`src/rtl/store_buffer.sv`:
```
// Posted-write store buffer: queues stores in a DEPTH-entry FIFO, retires them on non-load cycles.
// Build option STORE_FWD_EN: forward pending store data to loads; otherwise loads hitting a pending store stall.
module store_buffer #(
    parameter int DEPTH = 4,
    parameter int AW    = 8,
    parameter int DW    = 8
) (
    input  logic          clk,
    input  logic          reset,
    input  logic          memWrite,
    input  logic          memRead,
    input  logic [AW-1:0] memAddress,
    input  logic [DW-1:0] writeMemData,
    output logic [DW-1:0] memData,
    output logic          stall,
    output logic          empty,
    output logic [AW-1:0] dmemAddr,
    output logic          dmemWE,
    output logic [DW-1:0] dmemWData,
    input  logic [DW-1:0] dmemRData
);
    localparam int PW = $clog2(DEPTH);
    localparam int CW = PW + 1;

    logic [AW-1:0] addr_q [DEPTH];
    logic [AW-1:0] addr_d [DEPTH];
    logic [DW-1:0] data_q [DEPTH];
    logic [DW-1:0] data_d [DEPTH];
    logic [PW-1:0] head_q, head_d, tail_q, tail_d;
    logic [CW-1:0] count_q, count_d;

    logic match, hit_stall, full, load_own, drain, enq;
`ifdef STORE_FWD_EN
    logic [DW-1:0] fwd_data;
`endif

    // Walk oldest to youngest so the last hit is the youngest pending store.
    always_comb begin
        logic [PW-1:0] idx;
        match = 1'b0;
`ifdef STORE_FWD_EN
        fwd_data = '0;
`endif
        for (int k = 0; k < DEPTH; k++) begin
            idx = head_q + PW'(k);
            if (CW'(k) < count_q && addr_q[idx] == memAddress) begin
                match = 1'b1;
`ifdef STORE_FWD_EN
                fwd_data = data_q[idx];
`endif
            end
        end
    end

    always_comb begin
`ifdef STORE_FWD_EN
        hit_stall = 1'b0;
        memData   = (match && !reset) ? fwd_data : dmemRData;
`else
        hit_stall = memRead && match && !reset;
        memData   = dmemRData;
`endif
        full      = (count_q == CW'(DEPTH));
        stall     = !reset && ((memWrite && full) || hit_stall);
        load_own  = memRead && !hit_stall;
        // Reset suppresses the drain so the reset-cycle memory write never happens.
        drain     = !reset && !load_own && (count_q != '0);
        enq       = memWrite && !stall;
        empty     = (count_q == '0);

        dmemAddr  = '0;
        dmemWData = '0;
        dmemWE    = 1'b0;
        if (load_own) begin
            dmemAddr = memAddress;
        end else if (drain) begin
            dmemAddr  = addr_q[head_q];
            dmemWData = data_q[head_q];
            dmemWE    = 1'b1;
        end
    end

    always_comb begin
        addr_d  = addr_q;
        data_d  = data_q;
        head_d  = head_q + PW'(drain);
        tail_d  = tail_q + PW'(enq);
        count_d = count_q + CW'(enq) - CW'(drain);
        if (enq) begin
            addr_d[tail_q] = memAddress;
            data_d[tail_q] = writeMemData;
        end
    end

    always_ff @(posedge clk) begin
        addr_q <= addr_d;
        data_q <= data_d;
        if (reset) begin
            head_q  <= '0;
            tail_q  <= '0;
            count_q <= '0;
        end else begin
            head_q  <= head_d;
            tail_q  <= tail_d;
            count_q <= count_d;
        end
    end
endmodule

```
`config.mk`:
```
export PLATFORM = sky130hd
export DESIGN_NAME = store_buffer
export DESIGN_NICKNAME = d
export VERILOG_FILES = /design/src/rtl/store_buffer.sv
export SDC_FILE = /design/constraint.sdc
export NUM_CORES = 1
export LEC_CHECK = 0
export BUFFER_PORTS_ARGS = -buffer_cell sky130_fd_sc_hd__buf_2
export CAP_MARGIN = 15
export CORE_MARGIN = 5
export CORE_UTILIZATION = 30
export DETAILED_ROUTE_END_ITERATION = 10
export GPL_ROUTABILITY_DRIVEN = 0
export SLEW_MARGIN = 20
export SYNTH_ARGS = -nofsm -noshare
export SYNTH_HDL_FRONTEND = slang
export SYNTH_SLANG_ARGS = --single-unit
```
`constraint.sdc`:
```
create_clock -name clk -period 3.26 [get_ports clk]
set_input_delay 0.652 -clock clk [delete_from_list [all_inputs] [get_ports clk]]
set_output_delay 0.652 -clock clk [all_outputs]
set_load 0.02 [all_outputs]
```
==> results of run 1 <==
[Yosys cell counts (3+ instances only)]
cell type,number
sky130_fd_sc_hd__edfxtp_1,64
sky130_fd_sc_hd__nor2b_1,13
sky130_fd_sc_hd__buf_2,6
sky130_fd_sc_hd__o32ai_1,4
sky130_fd_sc_hd__and2_1,5
sky130_fd_sc_hd__inv_1,13
sky130_fd_sc_hd__buf_6,5
sky130_fd_sc_hd__mux2i_1,24
sky130_fd_sc_hd__a32o_1,5
sky130_fd_sc_hd__nor2_1,9
sky130_fd_sc_hd__mux2_2,3
sky130_fd_sc_hd__xnor2_1,32
sky130_fd_sc_hd__buf_4,8
sky130_fd_sc_hd__o22ai_1,3
sky130_fd_sc_hd__ha_1,6
sky130_fd_sc_hd__a21oi_1,4
sky130_fd_sc_hd__a211oi_1,3
sky130_fd_sc_hd__clkbuf_1,8
sky130_fd_sc_hd__xor2_1,6
sky130_fd_sc_hd__mux4_2,23
sky130_fd_sc_hd__nand2_1,10
sky130_fd_sc_hd__dfxtp_1,7
sky130_fd_sc_hd__nor3_1,5
sky130_fd_sc_hd__nand4_1,6
[layer usage]
layer  share of wire, %  vias to the layer above  GRT usage [%]
li1                   -                     1333              -
met1                 45                     1451           17.8
met2                 47                       67           20.9
met3                5.6                       16           2.92
met4                1.8                        0           4.37
met5                  0                        -              0
[metrics by stage]
stage / utilization [%] / instance area [um2] / hold WS [ps] / setup slack, ps / std cells
after floorplan: - / 4240 / 545 / -3.41 / 301
after global placement: 36.3 / 4990 / 591 / -380 / 556
after detailed placement: 36.3 / 4990 / 610 / -429 / 556
after CTS: 40.4 / 5560 / 507 / -473 / 578
after global routing: 41.9 / 5770 / 509 / -537 / 582
final: 41.9 / 5770 / 520 / -447 / 582
[power breakdown]
group	switching [W]	leakage, nW	internal (W)
registers	0.0000819	0.651	0.00114
clock network	0.000419	0.149	0.000608
logic	0.000564	1.30	0.000592
[state kept, by name, summed over array words and instances (netlist names)]
signal   count
count_q      3
tail_q       2
addr_q      32
head_q       2
data_q      32
[path summary, 6_finish.rpt]
check                                   end  slack, ps  cells past startpoint
worst min-delay path             data_q[13]        520                      1
worst min register to register    tail_q[1]        610                      2
worst max-delay path            dmemAddr[0]       -450                     12
worst max register to register   count_q[2]       -350                     18
[cells by family after synthesis]
group / after synthesis / synth area share, %
AOI/OAI and AO/OA: 31 / 6.21
xor gates and xnor gates: 38 / 7.98
adders and majority gates: 7 / 2.28
buffers and inverters: 42 / 5.58
DFF: 71 / 49.4
muxes: 52 / 20.2
and+or+nand+nor: 60 / 8.31
[what timing repair did]
action | in CTS | in global routing
cloned | 1 | 0
setup endpoints to repair | 21 | 59
gates resized for setup | 50 | 45
pin swaps | 15 | 9
setup buffers | 5 | 4
[cell type report]
cell class | instances | area [um2]
fillers | 1272 | 8000
well taps | 180 | 225
repair buffers | 114 | 946
multi-input cells | 188 | 2180
clock inverters | 7 | 83.8
clock buffers | 9 | 225
flip-flops and latches | 71 | 2070
inverters | 13 | 48.8
==> impl_metrics.py, run 1 <==
metrics = {
    "run_status": {
        "status": "finished, violations left",
        "failed_checks": "negative setup slack",
    },
    "timing": {
        "setup-violations-final": 20,
        "finalCriticalPeriod_ps": 3710,
        "timing_hold_violations_final": 0,
        "fin_ws_ps": -447,
        "post-route-period-util_pct": 114,
        "worst_tran_pin_value_ps": 523,
        "rsz0062_at_grt": "true",
        "achievable-frequency_mhz": 270,
        "maxSlewViolCount": 0,
        "final_worst_clock_skew_ps": 9.15,
        "relSlewSlack_pct": 64.9,
        "setup-tns-final_ps": -7760,
    },
    "clock_tree": {
        "cts-htree-levels": 3,
        "clk_path_buf_depth": 2,
        "clk_pin_slew_worst_paths_ps": 60,
        "clock-sinks": 71,
        "clk_root_buffer_cell": "sky130_fd_sc_hd__clkbuf_16",
        "cts_hold_repair.buffers": 0,
        "tritoncts": "built",
        "clock_latency_ps": 350,
        "tritoncts.num_buffers": 9,
    },
    "final_layout": {
        "mostFrequentLayoutCell": "sky130_fd_sc_hd__buf_4",
        "nNetsFinal": 432,
        "diodes": 0,
        "post_route_cells_drive_above_1_share_pct": 52.7,
        "syn_to_final_growth_pct": 38.4,
        "mostFrequentLayoutCells": "68 x sky130_fd_sc_hd__buf_4, 64 x sky130_fd_sc_hd__edfxtp_1, 25 x sky130_fd_sc_hd__mux4_2",
    },
    "yosys": {
        "synthDistinctLibCells": 46,
        "synth_nets": 336,
        "synth-warning-count": 0,
        "ys_top_cells_by_area": "sky130_fd_sc_hd__edfxtp_1 46%, sky130_fd_sc_hd__mux4_2 12%, sky130_fd_sc_hd__xnor2_1 6.7%",
        "synth_cells": 301,
        "synth_enable_flop_cells": 64,
        "synth_top_cell_area_share_pct": 46.1,
        "yosys.area.top_type": "sky130_fd_sc_hd__edfxtp_1",
        "synth_flop_cell": "sky130_fd_sc_hd__edfxtp_1",
        "avg_synthesized_cell_area_um2": 13.9,
        "synth_seq_cells": 71,
        "netlist_area_um2": 4170,
        "synth_async_sr_flop_share_pct": 0,
        "synth_seq_area_share_pct": 49.4,
    },
    "grt": {
        "gr-usage-all-layers_pct": 13.1,
        "antenna_found_initial": 0,
        "via_count_of_the_first_global_routing_pass": 2969,
        "grt_start_max_net_pins": 16,
        "grt_remaining_overflow": 0,
        "grt_pass1_wl_um": 16300,
    },
    "place": {
        "placement.io_buffers": 38,
        "place.detailed.hpwl_um": 7480,
    },
    "min_path": {
        "hp-start": "writeMemData[5]",
        "hold_path_class": "in -> reg",
    },
    "route": {
        "post_drt_via_cell_ratio": 4.93,
        "firstDrtPassIters": 4,
        "vias": 2867,
        "wirelength_um": 10400,
        "antenna_violating_nets_post_route": 0,
        "drc_errors": 0,
        "drt-wirelength-per-cell_um": 17.9,
        "drtIter0Drc": 144,
    },
    "worst_setup_path": {
        "start_kind": "flip-flop",
        "cells_along_the_critical_path": "buf_12, buf_8, buf_4, mux4_2, xnor2_2, nand4_1, nor2_2, a41oi_2, buf_6, a211o_4, a32o_2, buf_6",
        "cp_data_required_time_ps": 2610,
        "rr_startpoint": "head_q[1]",
        "crit_start": "head_q[1]",
        "cp.buffers_inverters": 5,
        "crit_path_frequent_cell": "sky130_fd_sc_hd__buf_6",
        "timing.critical_path.fanout_max": 12,
        "cp.arrival_ps": 3060,
        "cp-end-kind": "output pin",
        "timing.critical_path.slowest_cell_delay_ps": 370,
        "slowest_cell_on_the_critical_path": "sky130_fd_sc_hd__dfxtp_4",
        "critical_path_class": "reg -> out",
        "timing.critical_path.max_delay_family": "buffers and inverters",
    },
    "floorplanning": {
        "num_io_pins": 55,
        "floorplan.rows": 43,
        "initial_utilization_pct": 30.3,
        "floorplan.die.width_um": 128,
        "design.die.area_um2": 16400,
        "die_h_um": 128,
        "design.core.area_um2": 13800,
    },
    "power_and_ir_drop": {
        "static_leak_nw": 2.10,
        "power_density_nw_per_um2": 589,
        "power.ir.vdd_worst_v": 0.000316,
        "p_total_w": 0.00340,
    },
    "flow_run": {
        "maxCapViolations": 0,
    },
}
Note: power is estimated with default switching activity, not from simulation.
==> run 2, diff against run 1 <==
--- a/config.mk
+++ b/config.mk
@@ -15,3 +15,4 @@
 export SYNTH_ARGS = -nofsm -noshare
 export SYNTH_HDL_FRONTEND = slang
 export SYNTH_SLANG_ARGS = --single-unit
+export TNS_END_PERCENT = 30
==> run 2 against run 1 <==
The run still ends with negative setup slack left. Final area decreased by 2.0%. Global-route usage decreased by 0.053 points. Non-clock buffer count decreased by 2. Clock power about the same. Via count decreased by 1.8%. Core utilization decreased by 0.84 points. First-iteration DRC count increased by 31%. Die area unchanged. Maximum frequency increased by 0.12%.
==> impl_metrics.py, run 2 (same netlist as run 1, synthesis figures left out) <==
metrics = {
    "run_status": {
        "status": "finished, violations left",
        "failed_checks": "negative setup slack",
    },
    "place": {
        "placement.io_buffers": 38,
        "dp_worst_setup_slack_ps": -429,
        "place.detailed.hpwl_um": 7480,
    },
    "timing": {
        "timing_hold_violations_final": 0,
        "finalCriticalPeriod_ps": 3700,
        "worst_tran_pin_value_ps": 532,
        "rsz0062_at_grt": "true",
        "post-route-period-util_pct": 114,
        "final_worst_clock_skew_ps": 8.88,
        "setup-violations-final": 21,
        "timing.hold.ws_ps": 520,
        "fin_ws_ps": -443,
        "maxSlewViolCount": 0,
        "relSlewSlack_pct": 64.2,
        "achievable-frequency_mhz": 270,
    },
    "grt": {
        "grt_use_met1_pct": 17.7,
        "use_met2_pct": 20.7,
        "grt_start_max_net_pins": 16,
        "via_count_of_the_first_global_routing_pass": 2966,
        "gr-usage-all-layers_pct": 13.1,
        "antenna_found_initial": 0,
        "grt_util_met3_pct": 2.92,
        "grt_remaining_overflow": 0,
        "gr-max-usage-layer": "met2",
        "grt_pass1_wl_um": 16300,
    },
    "route": {
        "post_drt_via_cell_ratio": 4.85,
        "drc_errors": 0,
        "drtIter0Drc": 188,
        "firstDrtPassIters": 4,
        "vias": 2815,
        "drt-wirelength-per-cell_um": 17.8,
        "wirelength_um": 10300,
        "antenna_violating_nets_post_route": 0,
    },
    "final_layout": {
        "mostFrequentLayoutCells": "69 x sky130_fd_sc_hd__buf_4, 64 x sky130_fd_sc_hd__edfxtp_1, 25 x sky130_fd_sc_hd__mux4_2, 25 x sky130_fd_sc_hd__xnor2_1, 24 x sky130_fd_sc_hd__buf_2",
        "reg.largest.list": "addr_q (32), data_q (32), count_q (3)",
        "num-fill-cells": 1290,
        "mostFrequentLayoutCell": "sky130_fd_sc_hd__buf_4",
        "syn_to_final_growth_pct": 35.6,
        "nNetsFinal": 430,
        "post_route_cells_drive_above_1_share_pct": 50.0,
        "diodes": 0,
    },
    "floorplanning": {
        "design.die.area_um2": 16400,
        "floorplan.rows": 43,
        "initial_utilization_pct": 30.3,
        "num_io_pins": 55,
        "die_h_um": 128,
        "floorplan.die.width_um": 128,
        "design.core.area_um2": 13800,
    },
    "min_path": {
        "whs_endpoint": "data_q[13]",
        "hold_path_class": "in -> reg",
        "hp-start": "writeMemData[5]",
        "holdPathStages": 1,
    },
    "clock_tree": {
        "cts-htree-levels": 3,
        "clock-sinks": 71,
        "clk_path_buf_depth": 2,
        "clock_latency_ps": 350,
        "clk_pin_slew_worst_paths_ps": 60,
        "tritoncts": "built",
        "tritoncts.num_buffers": 9,
        "clk_root_buffer_cell": "sky130_fd_sc_hd__clkbuf_16",
        "cts_hold_repair.buffers": 0,
    },
    "power_and_ir_drop": {
        "p_total_w": 0.00335,
        "power_density_nw_per_um2": 592,
        "power.ir.vdd_worst_v": 0.000315,
        "static_leak_nw": 2.04,
    },
    "worst_setup_path": {
        "cp_data_required_time_ps": 2610,
        "critical_path_class": "reg -> out",
        "r2r.worst_path.cells": 15,
        "start_kind": "flip-flop",
        "worst_r2r_endpoint": "count_q[1]",
        "cp-end-kind": "output pin",
        "reg2reg_setup_slack_ps": -350,
        "cp.arrival_ps": 3050,
        "timing.critical_path.fanout_max": 12,
        "rr_startpoint": "head_q[1]",
    },
    "flow_run": {
        "maxCapViolations": 0,
    },
}
==> run 2: cell count changes in the layout (fill, tap and decap cells not counted), sizes merged <==
cell	delta
buf	-2
==> run 2: through the flow <==
step	cells	util (%)	setup TNS, ps	instance area [um2]
detailed placement	556	36.3	-3690	4990
global placement	556	36.3	-3460	4990
finish	580	41.1	-7160	5660
floorplan	301	-	-3.41	4240
CTS	577	40.1	-8410	5530
global route	580	41.1	-9800	5660
==> run 2: metal layers <==
layer | wire length, um | vias to the layer above
met3 | 491 | 17
li1 | - | 1328
met1 | 4830 | 1396
met2 | 4850 | 74
met4 | 176 | 0
met5 | 0 | -
==> run 2: area by class of cell <==
class,count,area [um2],area share [%]
clock inverters,7,83.8,1.48
inverters,13,48.8,0.862
multi-input cells,188,2110,37.3
flip-flops and latches,71,2070,36.6
repair buffers,112,895,15.8
clock buffers,9,225,3.98
well taps,180,225,3.98
==> run 2: what timing repair did <==
action,CTS,global route
setup buffers,4,3
endpoints found under the setup margin,21,22
gates resized for setup,42,29
pin swaps,11,13
cloned,1,0
==> run 2: worst max path at each step <==
stage,to,cells past startpoint,slack [ps],start
detailed placement,count_q[2],16,-430,head_q[1]
global placement,count_q[2],16,-380,head_q[1]
CTS,dmemWData[3],10,-470,head_q[0]
global route,dmemAddr[0],13,-550,head_q[1]
floorplan,count_q[2],15,-3,memAddress[4]
finish,dmemAddr[0],13,-440,head_q[1]
==> run 2: where the power goes <==
| part | internal (W) | total, W | switching, W |
|---|---|---|---|
| clock | 0.000608 | 0.00103 | 0.000422 |
| combinational | 0.000557 | 0.00111 | 0.000549 |
| sequential | 0.00114 | 0.00122 | 0.0000785 |
| total | 0.00230 | 0.00335 | 0.00105 |
==> run 2: critical path, cell delays in order (launching register included) <==
cell and delay [ps]:
sky130_fd_sc_hd__dfxtp_4 370, sky130_fd_sc_hd__buf_12 130, sky130_fd_sc_hd__buf_8 160, sky130_fd_sc_hd__buf_4 140
sky130_fd_sc_hd__mux2i_1 210, sky130_fd_sc_hd__xnor2_1 210, sky130_fd_sc_hd__nor4_1 100, sky130_fd_sc_hd__mux2_4 320
sky130_fd_sc_hd__a211oi_4 280, sky130_fd_sc_hd__buf_4 150, sky130_fd_sc_hd__a21oi_1 60, sky130_fd_sc_hd__buf_4 160
sky130_fd_sc_hd__a32o_2 280, sky130_fd_sc_hd__buf_6 130
